[config.mk]
export PLATFORM = sky130hd
export DESIGN_NAME = fft8_bitrev_loader
export DESIGN_NICKNAME = d
export VERILOG_FILES = /design/src/rtl/fft8_bitrev_loader.sv
export SDC_FILE = /design/constraint.sdc
export NUM_CORES = 2
export LEC_CHECK = 0
export BUFFER_PORTS_ARGS = -buffer_cell sky130_fd_sc_hd__buf_2
export CAP_MARGIN = 20
export CORE_MARGIN = 3
export CORE_UTILIZATION = 50
export DETAILED_ROUTE_END_ITERATION = 10
export GPL_TIMING_DRIVEN = 0
export PLACE_DENSITY = 0.73
export SYNTH_ARGS = -nofsm -noshare
export SYNTH_HDL_FRONTEND = slang
export SYNTH_SLANG_ARGS = --single-unit
[constraint.sdc]
create_clock -name clk -period 34 [get_ports clk]
set_clock_uncertainty 0.15 [all_clocks]
set_input_delay 1.7 -clock clk [delete_from_list [all_inputs] [get_ports clk]]
set_output_delay 1.7 -clock clk [all_outputs]
set_load 0.02 [all_outputs]
[src/rtl/fft8_bitrev_loader.sv]
// fft8_bitrev_loader: ping-pong loader that reorders 8-sample frames into bit-reversed order
// Ports: clk/rst (async active-high); in_data/in_valid/in_last/in_ready serial input stream;
// o0..o7/out_valid/out_ready parallel frame output; sync_err sticky framing error.
module fft8_bitrev_loader #(
    parameter int DW = 64
) (
    input  logic          clk,
    input  logic          rst,
    input  logic [DW-1:0] in_data,
    input  logic          in_valid,
    input  logic          in_last,
    output logic          in_ready,
    output logic [DW-1:0] o0,
    output logic [DW-1:0] o1,
    output logic [DW-1:0] o2,
    output logic [DW-1:0] o3,
    output logic [DW-1:0] o4,
    output logic [DW-1:0] o5,
    output logic [DW-1:0] o6,
    output logic [DW-1:0] o7,
    output logic          out_valid,
    input  logic          out_ready,
    output logic          sync_err
);
    logic [DW-1:0] bank [2][8];
    logic [1:0]    bank_full;
    logic          wr_bank, rd_bank;
    logic [2:0]    wr_idx;
    logic          acc, cons;
    assign in_ready  = !rst && !bank_full[wr_bank];
    assign acc       = in_valid && in_ready;
    assign out_valid = bank_full[rd_bank];
    assign cons      = out_valid && out_ready;
    assign o0 = bank[rd_bank][0];
    assign o1 = bank[rd_bank][1];
    assign o2 = bank[rd_bank][2];
    assign o3 = bank[rd_bank][3];
    assign o4 = bank[rd_bank][4];
    assign o5 = bank[rd_bank][5];
    assign o6 = bank[rd_bank][6];
    assign o7 = bank[rd_bank][7];
    // acc only touches a non-full write bank and cons only a full read bank, so the
    // two bank_full updates below never target the same bit in one edge
    always_ff @(posedge clk or posedge rst) begin
        if (rst) begin
            for (int b = 0; b < 2; b++)
                for (int k = 0; k < 8; k++)
                    bank[b][k] <= '0;
            bank_full <= '0;
            wr_bank   <= 1'b0;
            rd_bank   <= 1'b0;
            wr_idx    <= '0;
            sync_err  <= 1'b0;
        end else begin
            if (acc) begin
                bank[wr_bank][{wr_idx[0], wr_idx[1], wr_idx[2]}] <= in_data;
                wr_idx <= wr_idx + 3'd1;
                if (in_last != (wr_idx == 3'd7))
                    sync_err <= 1'b1;
                if (wr_idx == 3'd7) begin
                    bank_full[wr_bank] <= 1'b1;
                    wr_bank            <= ~wr_bank;
                end
            end
            if (cons) begin
                bank_full[rd_bank] <= 1'b0;
                rd_bank            <= ~rd_bank;
            end
        end
    end
endmodule

==> metrics <==
status finished, final reports clean; P&R area growth vs syn 19.1%; Synthesis Warnings 0; Placer Congestion 0.796; RSZ-0062 raised after global routing false; Final Instance Area 53,000 sq um; WL met1 54.8 mm; TritonCTS buffer count 108; fin util 60.6%; antenna violations before repair 12; Placed Area 49,300 sq um; vias in the first global route 28,400; final setup violation count 0; Seq cells post-synth 1,032; Clock Tree Buf Depth 3; WL met3 6.77 mm; CTS clk-pin slew, worst paths 60 ps; DP HPWL 89.9 mm; Final min period 5510 ps; crit path max fanout 10; Worst EP required 32,150 ps; DRT iter0 DRCs 1,382; uppermost layer routed met5; Setup Buffers After CTS 0; mean routed wirelength per cell 26.6 microns; Final Hold Viols 0; Slew @ Worst Pin 1060 ps; Avg Inst Size Synth 15.6 sq um; drc violations 0; chip width 304 microns; layout cells sized above 1 66.9%; first-pass GRT wire length 190 mm; period utilization 16.2%; CP Class reg -> out; post-synthesis net count 2,923; core area 87,600 sq um; drt total wl 128 mm; met2 WL 60.9 mm; Most common cell on crit path clkbuf_1; Starting Density 50.9%; die area 92,700 sq um; hold_buf cts 0; I/O Buffers 582; pwr dens 102 nW/um^2; Netlist cell types 29; Worst slew margin 29.6%; pre-CTS setup slack 29,130 ps; Hold Path Class reg -> reg; fmax 0.181 GHz; final worst slack 28,490 ps; Critical Path, Cell by Cell clkbuf_1, buf_2, clkbuf_1, buf_8, clkbuf_1, mux2_2, buf_2; crit start category flop; sequential element share of the synthesized area 58.0%; Max stage delay on crit path 730 ps; static leakage 26.6 nW; crit path max-delay cell type clkbuf_1; crit end category primary output; Vias 26,800; Filler cells 6,838; # nets final 3,631; Post-DRT Antenna Nets 0; clk root buf clkbuf_16; num ports 584; crit path DAT 3660 ps; Slew Viols, Final 0; CTS H-Tree Depth 3; global route overflow 0; total of cells resized after clock tree synthesis 0; CTS Sinks 1,032; FP Rows 108; largest net degree at the start of global routing 132; Synth Instances 2,848; CTS tree done; vias per cell 5.59; maximum vdd drop 0.0698 mV; Clock Latency Late Sink 660 ps; Max Cap Violations 0; Fin Hold WS 339 ps; First-pass DRT Iterations 4; area of the mapped netlist 44,500 sq um; Post-Layout Cell Count 4,800; overall routing resource usage 27.3%; die extent in y 304 microns; placed insts 4,601
==> worst paths after layout <==
check                           from   endpoint  slack (ps)  depth (start not counted)
max                          rd_bank     o0[10]       28490                          7
min                         sync_err   sync_err         340                          1
max reg2reg                wr_idx[0]  bank[512]       30900                          6
min reg2reg                 sync_err   sync_err         340                          1
max in group asynchronous        rst  bank[144]       30230                          6
min in group asynchronous        rst   sync_err        1130                          2
==> per-stage QoR <==
stage	setup TNS, ps	power [mW]
6_report	0	5.42
5_1_grt	0	5.68
4_1_cts	0	5.46
3_5_place_dp	0	4.23
3_3_place_gp	-8765390	4.19
2_1_floorplan	0	3.46
==> state kept, by name, indices dropped and copies added, names as in the netlist <==
register,cells
wr_idx,3
bank_full,2
bank,1024
rd_bank,1
wr_bank,1
sync_err,1
==> layer usage <==
layer | global-route usage, % | vias to the layer above
met5 | 0 | -
met4 | 10.4 | 12
met3 | 5.55 | 231
met2 | 44.1 | 645
met1 | 36.4 | 14300
li1 | - | 11600
==> cells by family (layout without fill, tap and decap cells) <==
family | Yosys count | count (layout) | share of synthesized area, %
AOI/OAI and AO/OA | 7 | 7 | 0.0983
adders and majority gates | 6 | 6 | 0.169
muxes | 1539 | 1539 | 38.9
DFF | 1032 | 1032 | 58.0
and+or+nand+nor | 32 | 32 | 0.534
buffers and inverters | 230 | 1024 | 2.27
xor gates and xnor gates | 2 | 2 | 0.0393
other | 0 | 3 | 0
==> cell type report <==
class | instances | area (sq um) | share of cell area [%]
sequential | 1032 | 25800 | 48.7
multi-input combinational | 1586 | 17700 | 33.4
timing repair buffer | 598 | 3300 | 6.23
clock buffer | 161 | 3260 | 6.15
tap | 1155 | 1450 | 2.73
buffer | 225 | 993 | 1.87
clock inverter | 35 | 443 | 0.835
inverter | 5 | 26.3 | 0.0495
antenna | 3 | 7.51 | 0.0142
==> worst max-delay path: cells and delay by family, from the launching register on <==
| kind | cells | cell delay (ps) |
|---|---|---|
| buffers and inverters | 6 | 2200 |
| flip-flops | 1 | 320 |
| multiplexers | 1 | 440 |
==> power by group <==
group          internal (mW)  total (mW)  leakage [nW]  switching, mW
clock                  0.716        1.21          1.84          0.497
sequential              1.74        1.98          13.4          0.239
combinational           1.00        2.23          11.4           1.23
==> cells in the final DEF (no fill, tap or decap), types with 2 or more instances in the layout <==
cell	netlist	layout
xnor2_1	2	2
buf_2	101	683
diode_2	0	3
inv_1	5	4
ha_1	6	6
buf_8	0	4
clkinv_2	0	21
clkbuf_16	0	109
nor2_1	2	2
nor3_4	0	3
clkinvlp_4	0	2
buf_16	0	12
nor2b_1	3	3
clkinv_16	0	2
nand4b_1	3	3
nand2_1	4	4
dfrtp_1	1032	1032
nor2_2	3	3
bufinv_16	0	7
clkbuf_1	110	128
nand3_1	2	2
mux2_2	1538	1538
clkbuf_8	0	34
nand3_2	6	6
buf_1	8	8
nand3b_1	2	2
o21ai_0	2	2
clkinv_8	0	2
buf_4	6	6
==> synth_stat cells <==
| cell type | number | area (sq um) |
|---|---|---|
| nand4b_1 | 3 | 26.3 |
| a211oi_1 | 1 | 7.51 |
| inv_1 | 5 | 18.8 |
| xnor2_1 | 2 | 17.5 |
| o21ai_0 | 2 | 10.0 |
| dfrtp_1 | 1032 | 25800 |
| buf_2 | 101 | 505 |
| nor2_1 | 2 | 7.51 |
| nor3b_1 | 1 | 7.51 |
| nor3b_2 | 1 | 12.5 |
| clkbuf_1 | 110 | 413 |
| mux2_2 | 1538 | 17300 |
| nand3b_1 | 2 | 15.0 |
| nand2b_1 | 1 | 6.26 |
| nand2_1 | 4 | 15.0 |
| and4b_1 | 1 | 10.0 |
| a31oi_1 | 1 | 6.26 |
| nor2_2 | 3 | 18.8 |
| o21bai_1 | 1 | 7.51 |
| ha_1 | 6 | 75.1 |
| nand3_1 | 2 | 10.0 |
| a21o_1 | 1 | 7.51 |
| nor2b_1 | 3 | 18.8 |
| buf_4 | 6 | 45.0 |
| buf_1 | 8 | 30.0 |
| nor3_2 | 3 | 30.0 |
| mux2i_1 | 1 | 10.0 |
| nand3_2 | 6 | 60.1 |
| a21oi_1 | 1 | 5.00 |
(Power assumes the default switching activity.)
